File: config.mk
export PLATFORM = sky130hd
export DESIGN_NAME = enoc_switch_allocator
export DESIGN_NICKNAME = d
export VERILOG_FILES = /design/src/rtl/enoc_switch_allocator.sv
export SDC_FILE = /design/constraint.sdc
export NUM_CORES = 1
export LEC_CHECK = 0
export ABC_AREA = 1
export BUFFER_PORTS_ARGS = -buffer_cell sky130_fd_sc_hd__buf_2
export CAP_MARGIN = 20
export CORE_AREA = 2 2 142 144
export DETAILED_ROUTE_END_ITERATION = 7
export DIE_AREA = 0 0 144 146
export HOLD_SLACK_MARGIN = 0.06
export PLACE_DENSITY_LB_ADDON = 0.05
export SYNTH_ARGS = -nofsm -noshare
export SYNTH_HDL_FRONTEND = slang
export SYNTH_SLANG_ARGS = --single-unit
File: constraint.sdc
create_clock -name clk -period 2.1 [get_ports clk]
set_input_delay 0.105 -clock clk [delete_from_list [all_inputs] [get_ports clk]]
set_output_delay 0.105 -clock clk [all_outputs]
set_load 0.02 [all_outputs]
File: src/rtl/enoc_switch_allocator.sv
// enoc_switch_allocator
// Per-router output-port allocator. Every output owns a round-robin arbiter
// that picks one requesting input queue whenever the output register is free.
// The winning input is popped combinationally through o_grant. The crossbar
// select and the output-valid flag are registered one edge later.

module enoc_switch_allocator #(
   parameter int N     = 7,
   parameter int M     = 7,
   parameter int SEL_W = (N > 1) ? $clog2(N) : 1
) (
   input  logic                     clk,
   input  logic                     reset,
   input  logic [0:N-1][0:M-1]      i_req,
   input  logic [0:M-1]             i_en,
   output logic [0:N-1]             o_grant,
   output logic [0:M-1][SEL_W-1:0]  o_sel,
   output logic [0:M-1]             o_data_val
);

   logic [0:N-1][0:M-1]     w_effReq;
   logic [0:M-1]            w_free;
   logic [0:M-1]            w_winVal;
   logic [0:M-1][SEL_W-1:0] w_winIdx;

   logic [0:M-1][SEL_W-1:0] r_sel;
   logic [0:M-1][SEL_W-1:0] r_ptr;
   logic [0:M-1]            r_dataVal;

   assign o_sel      = r_sel;
   assign o_data_val = r_dataVal;

   // Reduce each request row to its lowest-index output so that a malformed
   // multi-bit row can never be granted by two outputs at once
   always_comb begin
      w_effReq = '0;
      for (int i = 0; i < N; i++) begin
         for (int j = M - 1; j >= 0; j--) begin
            if (i_req[i][j]) begin
               w_effReq[i]    = '0;
               w_effReq[i][j] = 1'b1;
            end
         end
      end
   end

   // An output can accept a new winner when its register is empty or draining
   always_comb begin
      w_free = '0;
      for (int j = 0; j < M; j++) begin
         w_free[j] = !r_dataVal[j] || i_en[j];
      end
   end

   // Round-robin search starting at the pointer: the wrapped region below the
   // pointer is scanned first so that any hit at or above the pointer overrides it
   always_comb begin
      w_winVal = '0;
      w_winIdx = '0;
      for (int j = 0; j < M; j++) begin
         for (int i = N - 1; i >= 0; i--) begin
            if (w_free[j] && (i < int'(r_ptr[j])) && w_effReq[i][j]) begin
               w_winVal[j] = 1'b1;
               w_winIdx[j] = SEL_W'(i);
            end
         end
         for (int i = N - 1; i >= 0; i--) begin
            if (w_free[j] && (i >= int'(r_ptr[j])) && w_effReq[i][j]) begin
               w_winVal[j] = 1'b1;
               w_winIdx[j] = SEL_W'(i);
            end
         end
      end
   end

   // Dequeue strobe: an input is popped when it won some output, never during reset
   always_comb begin
      o_grant = '0;
      for (int i = 0; i < N; i++) begin
         for (int j = 0; j < M; j++) begin
            if (!reset && w_winVal[j] && (w_winIdx[j] == SEL_W'(i))) begin
               o_grant[i] = 1'b1;
            end
         end
      end
   end

   // Load the output registers and advance the pointers past each winner,
   // wrapping explicitly since N need not be a power of two
   always_ff @(posedge clk or posedge reset) begin
      if (reset) begin
         r_dataVal <= '0;
         r_sel     <= '0;
         r_ptr     <= '0;
      end else begin
         for (int j = 0; j < M; j++) begin
            if (w_winVal[j]) begin
               r_dataVal[j] <= 1'b1;
               r_sel[j]     <= w_winIdx[j];
               if (w_winIdx[j] == SEL_W'(N - 1)) begin
                  r_ptr[j] <= '0;
               end else begin
                  r_ptr[j] <= w_winIdx[j] + SEL_W'(1);
               end
            end else begin
               r_dataVal[j] <= r_dataVal[j] && !i_en[j];
            end
         end
      end
   end

endmodule

==> results of run 1 <==
cell families after synthesis:
kind of cell,Yosys count,share of synthesized area (%)
adder cells (fa/ha/maj),33,7.19
buffers and inverters,174,11.5
AND/OR/NAND/NOR,672,53.3
flip-flops,49,21.4
AO/OA/AOI/OAI,65,6.73
critical path, delay by kind of cell (launching register included):
| family | cells | cell delay [ns] |
|---|---|---|
| AND/OR/NAND/NOR | 11 | 1.23 |
| adder cells (fa/ha/maj) | 1 | 0.17 |
| AO/OA/AOI/OAI | 2 | 0.24 |
| flip-flops | 1 | 0.42 |
| buffers and inverters | 3 | 0.30 |
through the flow:
stage / instance area [sq um] / std cells / total power [uW]
2_1_floorplan: 5850 / 993 / 4030
3_5_place_dp: 8580 / 1609 / 6250
5_1_grt: 10200 / 1670 / 9270
6_report: 10200 / 1670 / 8580
4_1_cts: 9680 / 1654 / 8050
3_3_place_gp: 8580 / 1609 / 6270
per-layer routing:
metal  vias up  GRT usage [%]  share of wire, %
met2        97           35.2                46
li1       3917              -                 -
met1      3336           31.2                50
met4         0           4.31               1.4
met5         -              0                 0
met3        13           2.37               2.6
cells in the mapped netlist:
cell type  count
a21oi_1       17
a21oi_2        4
a31oi_1        4
and2_1         3
buf_2          1
buf_4          1
clkinv_1       1
dfrtp_1       49
ha_1          33
inv_1        153
inv_2         18
nand2_1      327
nand2_2       26
nand2_4        6
nand3_1       91
nand3_2        7
nand3b_1       8
nand4_1       10
nand4_2        3
nor2_1       138
nor2_2        21
nor2_4         7
nor3_1        17
nor3_2         6
nor3_4         1
o211ai_1       3
o21a_1         1
o21ai_0       17
o21ai_1        4
o21ai_2        3
o21bai_1       2
o22ai_1        8
o31ai_1        2
or2_1          1
power groups by stage:
stage / Clock, uW / Sequential [uW] / Combinational, uW
6_report: 846 / 1740 / 6000
5_1_grt: 920 / 1790 / 6560
4_1_cts: 882 / 1710 / 5460
3_5_place_dp: 0 / 1670 / 4580
3_3_place_gp: 0 / 1670 / 4600
2_1_floorplan: 0 / 1890 / 2140
state kept, by name (all words and copies together), names as in the netlist:
name	count
o_data_val	7
r_ptr	21
o_sel	21
final timing paths:
kind	startpoint	to	slack, ns	cells past startpoint
min reg2reg	o_sel[8]$_DFFE_PP0N_	o_sel[8]$_DFFE_PP0N_	0.47	2
max in group asynchronous	reset	r_ptr[3]$_DFFE_PP0N_	1.21	3
max	o_data_val[2]$_DFF_PP0_	o_grant[0]	-0.68	17
min	reset	r_ptr[11]$_DFFE_PP0N_	0.09	3
max reg2reg	o_data_val[2]$_DFF_PP0_	r_ptr[12]$_DFFE_PP0N_	-0.16	16
min in group clk	i_en[3]	o_data_val[3]$_DFF_PP0_	0.15	4
cell type report:
cell class | count | area [sq um] | share of cell area [%]
clock inverters | 1 | 7.51 | 0.0737
clock buffers | 7 | 133 | 1.30
flip-flops and latches | 49 | 1250 | 12.3
well taps | 265 | 332 | 3.25
inverters | 172 | 676 | 6.63
multi-input cells | 770 | 4830 | 47.4
repair buffers | 406 | 2960 | 29.1
cells in the final DEF, fill, tap and decap left out, types with 3 or more instances in the layout:
cell type | Yosys | final
buf_2 | 1 | 85
nand3_4 | 0 | 3
a31oi_1 | 4 | 4
dfrtp_2 | 0 | 18
nand3_1 | 91 | 70
nand3_2 | 7 | 25
o21ai_4 | 0 | 3
nor2_4 | 7 | 26
a21oi_1 | 17 | 8
o21ai_1 | 4 | 14
nor3_2 | 6 | 10
ha_1 | 33 | 5
a21oi_2 | 4 | 11
ha_4 | 0 | 15
o21ai_2 | 3 | 5
dfrtp_1 | 49 | 31
o22ai_1 | 8 | 3
inv_4 | 0 | 4
nand2_4 | 6 | 18
nand2_2 | 26 | 70
inv_1 | 153 | 119
nor3_4 | 1 | 5
ha_2 | 0 | 13
nand2_1 | 327 | 271
o211ai_1 | 3 | 3
nor3_1 | 17 | 9
buf_6 | 0 | 33
buf_4 | 1 | 286
clkbuf_16 | 0 | 5
nand4_1 | 10 | 10
o22ai_2 | 0 | 5
nor2_2 | 21 | 42
inv_2 | 18 | 45
nor2_1 | 138 | 98
nand3b_1 | 8 | 8
timing repair:
item,CTS,global route
hold endpoints to repair,7,0
cloned,0,0
gates resized for setup,206,116
hold buffers,2,0
buffers inserted,37,19
pin swaps,78,66
setup endpoints to repair,30,36
==> flow_summary_export.csv, run 1 <==
group,metric,value,unit
cells_and_area,diodes,0,
drt,routed-via-count,7363,
power_and_ir_drop,p_switching,3970,uW
floorplanning,die_h,146,um
sta,fmax,0.359,GHz
placement,hpwl,18300,um
floorplanning,core.rowCount,51,
floorplanning,ios,93,
grt,grt_max_degree,22,
outcome,status,"complete, but fails checks",
cts,root_buffer,"clkbuf_16",
sta,hold-worst-slack,0.0936,ns
worst_setup_path,cp_cell_sequence,"nand2_4 > inv_1 > nor3_2 > nand3_1 > nand2_2 > a21oi_2 > or2_1 > a21oi_2 > inv_2 > ha_4 > nand2_2 > nor2_1 > nor2_1 > nand3_1 > nor2_2 > nand2_2 > buf_6",
sta,slew_violations,0,
drt,totalWireLength,22700,um
placement,place_ws,-0.553,ns
worst_setup_path,worst_ep_required_time,2.00,ns
cts,path_clk_slew,0.07,ns
sta,rsz0062_at_grt,"yes",
floorplanning,die_x,144,um
synthesis,synth_cell_types,34,
worst_setup_path,crit_path_max_incr_delay,0.42,ns
synthesis,synth_largest_area_cell,"nand2_1",
worst_setup_path,slowest_stage,"dfrtp_2",
worst_setup_path,crit_fanout,6,
sta,maxSlewHeadroom,73.9,%
sta,finalSetupViolations,25,
power_and_ir_drop,power.leakage,0.00562,uW
synthesis,avgSynthCellArea,5.78,sq um
sta,fin_crit,2.78,ns
sta,worstMarginPinSlew,0.389,ns
worst_setup_path,arrival,2.68,ns
synthesis,yosysTopAreaCellShare,21.4,%
cells_and_area,nFillCells,2038,
floorplanning,core-area,19300,sq um
cts,clock-sinks,49,
cells_and_area,drive_above_1_share,52.7,%
sta,hold_viol,0,
cells_and_area,nets,1495,
worst_setup_path,cpMostUsedCell,"nand2_2",
cells_and_area,final_util,52.7,%
worst_hold_path,min_path_type,"in2async",
drt,drc_errors,0,
placement,gp_congestion,0.902,
drt,viasPerCell,4.41,
sta,fin_crit_sh,133,%
synthesis,ys_seq_area_share,21.4,%
drt,routedWlPerCell,13.6,um
cts,clkLatencyLatePin,0.30,ns
cts,clock_path_buffers,2,
grt,grtUsageTotal,21.7,%
synthesis,synth-seq-cells,49,
sta,setup_tns,-5.68,ns
power_and_ir_drop,clkPwrFrac,9.9,%
drt,drtAntennaViolNets,0,
power_and_ir_drop,intPower,4610,uW
synthesis,syn_nets,1084,
power_and_ir_drop,power_per_cell_area,842,nW/um^2
job,drv_cap,0,
power_and_ir_drop,ir_drop,0.564,mV
power_and_ir_drop,p_comb_share,69.9,%
synthesis,netlist_area,5740,sq um
synthesis,syn-instance-count,993,
grt,grt_pass1_vias,6997,
floorplanning,dieArea,21000,sq um
grt,grt-ovfl-total,0,
grt,grt_pass1_wl,35700,um
worst_setup_path,critPathKind,"reg2out",
power_and_ir_drop,swShare,46.3,%
cts,tritoncts.num_buffers,5,
placement,portBuffers,92,
worst_setup_path,start_kind,"flop",
synthesis,yosys-top-cells-area,"nand2_1 21%, dfrtp_1 21%, inv_1 10%, nor2_1 9.0%, nand3_1 7.9%",
floorplanning,start_util,29.7,%
outcome,violations,"negative setup slack",
drt,dr.pass1.iters,5,
cts,cts_tree,"done",
power_and_ir_drop,seq_power_share,20.2,%
grt,antenna_found_initial,0,
drt,initialDrtViolationCount,331,
synthesis,ys_warn_count,0,
cts,htreeDepth,2,
cells_and_area,area_delta_synth_final,77.4,%
worst_setup_path,endpoint_kind,"output port",
sta,fin_skew,0.00197,ns
sta,fin_ws,-0.685,ns
(Power assumes the default switching activity.)
==> inputs of run 2 (changes only) <==
--- a/config.mk
+++ b/config.mk
@@ -12,4 +12,5 @@
 export DETAILED_ROUTE_END_ITERATION = 7
 export DIE_AREA = 0 0 144 146
+export GPL_ROUTABILITY_DRIVEN = 1
 export HOLD_SLACK_MARGIN = 0.06
 export PLACE_DENSITY_LB_ADDON = 0.05
==> constraint.sdc (replaced) <==
create_clock -name clk -period 2.1 [get_ports clk]
set_input_delay 0.105 -clock clk [delete_from_list [all_inputs] [get_ports clk]]
set_output_delay 0.105 -clock clk [all_outputs]
set_load 0.01 [all_outputs]
==> run 2 against run 1 <==
  * The flow still finishes with violations (negative setup slack)
  * Flip-flop and latch count unchanged
  * Sequential power down 3%
  * Sequential share of layout area down 0.084 points
  * Combinational power down 6.8%
  * Critical path type unchanged
  * Largest cell class unchanged
==> flow_summary_export.csv, run 2 (synthesis results as in run 1) <==
group,metric,value,unit
outcome,status,"complete, but fails checks",
outcome,violations,"negative setup slack",
cts,tritoncts.num_buffers,5,
cts,path_clk_slew,0.07,ns
power_and_ir_drop,power.leakage,0.00570,uW
placement,gp_congestion,0.914,
power_and_ir_drop,ir_drop,0.540,mV
worst_setup_path,endpoint_kind,"output port",
cts,clock_path_buffers,2,
cells_and_area,diodes,0,
grt,grt_max_degree,17,
drt,initialDrtViolationCount,331,
sta,maxSlewHeadroom,70.8,%
drt,routed-via-count,7476,
floorplanning,ios,93,
cells_and_area,layout_common_cells,"290 x buf_4, 275 x nand2_1, 122 x inv_1",
worst_setup_path,crit_buf_inv,4,
cts,clkLatencyLatePin,0.31,ns
placement,dpl_cell_area,8550,sq um
worst_setup_path,crit_path_max_incr_delay,0.44,ns
sta,finalSetupViolations,28,
grt,grt_pass1_vias,7133,
sta,fmax,0.363,GHz
cells_and_area,final_area,10200,sq um
cells_and_area,final_util,52.7,%
drt,viasPerCell,4.45,
job,drv_cap,0,
worst_setup_path,cp_top_family,"simple AND/OR/NAND/NOR gates",
cts,clock-sinks,49,
sta,fin_skew,0.00738,ns
floorplanning,core.rowCount,51,
sta,rsz0062_at_grt,"yes",
cts,htreeDepth,2,
drt,routedWlPerCell,13.9,um
grt,grtUsageTotal,22.0,%
worst_setup_path,crit_fanout,4,
cells_and_area,drive_above_1_share,50.9,%
grt,grt-ovfl-total,0,
floorplanning,dieArea,21000,sq um
worst_setup_path,critPathKind,"reg2out",
floorplanning,start_util,29.7,%
worst_setup_path,rr_endpoint,"r_ptr[12]$_DFFE_PP0N_",
drt,dr.pass1.iters,5,
drt,drtAntennaViolNets,0,
power_and_ir_drop,power_per_cell_area,809,nW/um^2
floorplanning,core-area,19300,sq um
grt,grt_pass1_wl,36200,um
worst_setup_path,r2r-start,"r_ptr[14]$_DFFE_PP0N_",
worst_setup_path,start_kind,"flop",
worst_setup_path,slowest_stage,"dfrtp_1",
drt,totalWireLength,23300,um
power_and_ir_drop,finalPower,8250,uW
sta,fin_crit_sh,131,%
placement,portBuffers,92,
cts,root_buffer,"clkbuf_16",
cells_and_area,mostFrequentLayoutCell,"buf_4",
worst_setup_path,arrival,2.65,ns
sta,slew_violations,0,
grt,antenna_found_initial,0,
drt,drc_errors,0,
worst_setup_path,rrSetupSlack,-0.14,ns
floorplanning,die_x,144,um
worst_hold_path,min_path_type,"in2async",
cells_and_area,nets,1505,
sta,fin_crit,2.75,ns
placement,hpwl,18800,um
placement,place_ws,-0.470,ns
sta,fin_ws,-0.654,ns
sta,hold_viol,0,
worst_setup_path,cpMostUsedCell,"nor2_2",
worst_setup_path,cp_cell_sequence,"nor2_2 > buf_4 > buf_4 > nor2_2 > nor2_2 > a21oi_1 > or2_1 > a21oi_4 > inv_2 > ha_4 > nand2_1 > nor2_1 > nor2_1 > nand3_1 > nor2_2 > nand2_1 > buf_2",
cts,cts_tree,"done",
worst_setup_path,ff2ff_path_depth,16,
floorplanning,die_h,146,um
sta,worstMarginPinSlew,0.435,ns
worst_setup_path,worst_ep_required_time,2.00,ns
cells_and_area,area_delta_synth_final,77.6,%
run 2: how the worst max path moves through the flow:
stage / start / endpoint / slack (ns) / depth (start not counted)
after global routing: r_ptr[20]$_DFFE_PP0N_ / o_grant[5] / -0.87 / 23
final: r_ptr[14]$_DFFE_PP0N_ / o_grant[0] / -0.65 / 17
after detailed placement: o_data_val[1]$_DFF_PP0_ / o_grant[3] / -0.47 / 18
after CTS: r_ptr[14]$_DFFE_PP0N_ / o_grant[1] / -0.64 / 15
after global placement: o_data_val[1]$_DFF_PP0_ / o_grant[3] / -0.49 / 18
after floorplan: o_data_val[1]$_DFF_PP0_ / o_grant[3] / -0.02 / 21
run 2: layer usage:
| layer | vias up | share of wire (%) | track usage [%] |
|---|---|---|---|
| met5 | - | 0 | 0 |
| met4 | 0 | 1.5 | 4.36 |
| met3 | 17 | 2.8 | 2.57 |
| met2 | 112 | 48 | 37.3 |
| met1 | 3417 | 48 | 30.0 |
| li1 | 3930 | - | - |
run 2: power breakdown:
group	switching (uW)	internal, uW
Combinational	2920	2670
Sequential	343	1340
Clock	423	556
Total	3680	4570
run 2: area by class of cell:
type                    instances  area [sq um]
flip-flops and latches         49          1240
multi-input cells             771          4760
fillers                      2023          9140
well taps                     265           332
inverters                     172           672
repair buffers                415          3030
clock buffers                   5           125
clock inverters                 2          35.0
run 2: what timing repair did:
action                                  in CTS  in global routing
endpoints found under the setup margin      32                 41
gates cloned                                 0                  1
buffers inserted                            38                 23
hold buffers                                 1                  0
pin swaps                                   83                 68
resized for setup                          179                121
hold endpoints to repair                     7                  0
run 2: per-stage QoR:
step,cells,hold WS (ns),TNS (ns)
2_1_floorplan,993,0.116,-0.0327
3_3_place_gp,1613,0.168,-8.93
3_5_place_dp,1613,0.170,-8.67
4_1_cts,1658,0.0775,-5.69
5_1_grt,1679,0.0996,-10.43
6_report,1679,0.0850,-5.81
run 2: tightest hold or removal path, cell delays in order:
cell      delay (ns)
buf_2           0.16
clkinv_2        0.21
buf_4           0.26
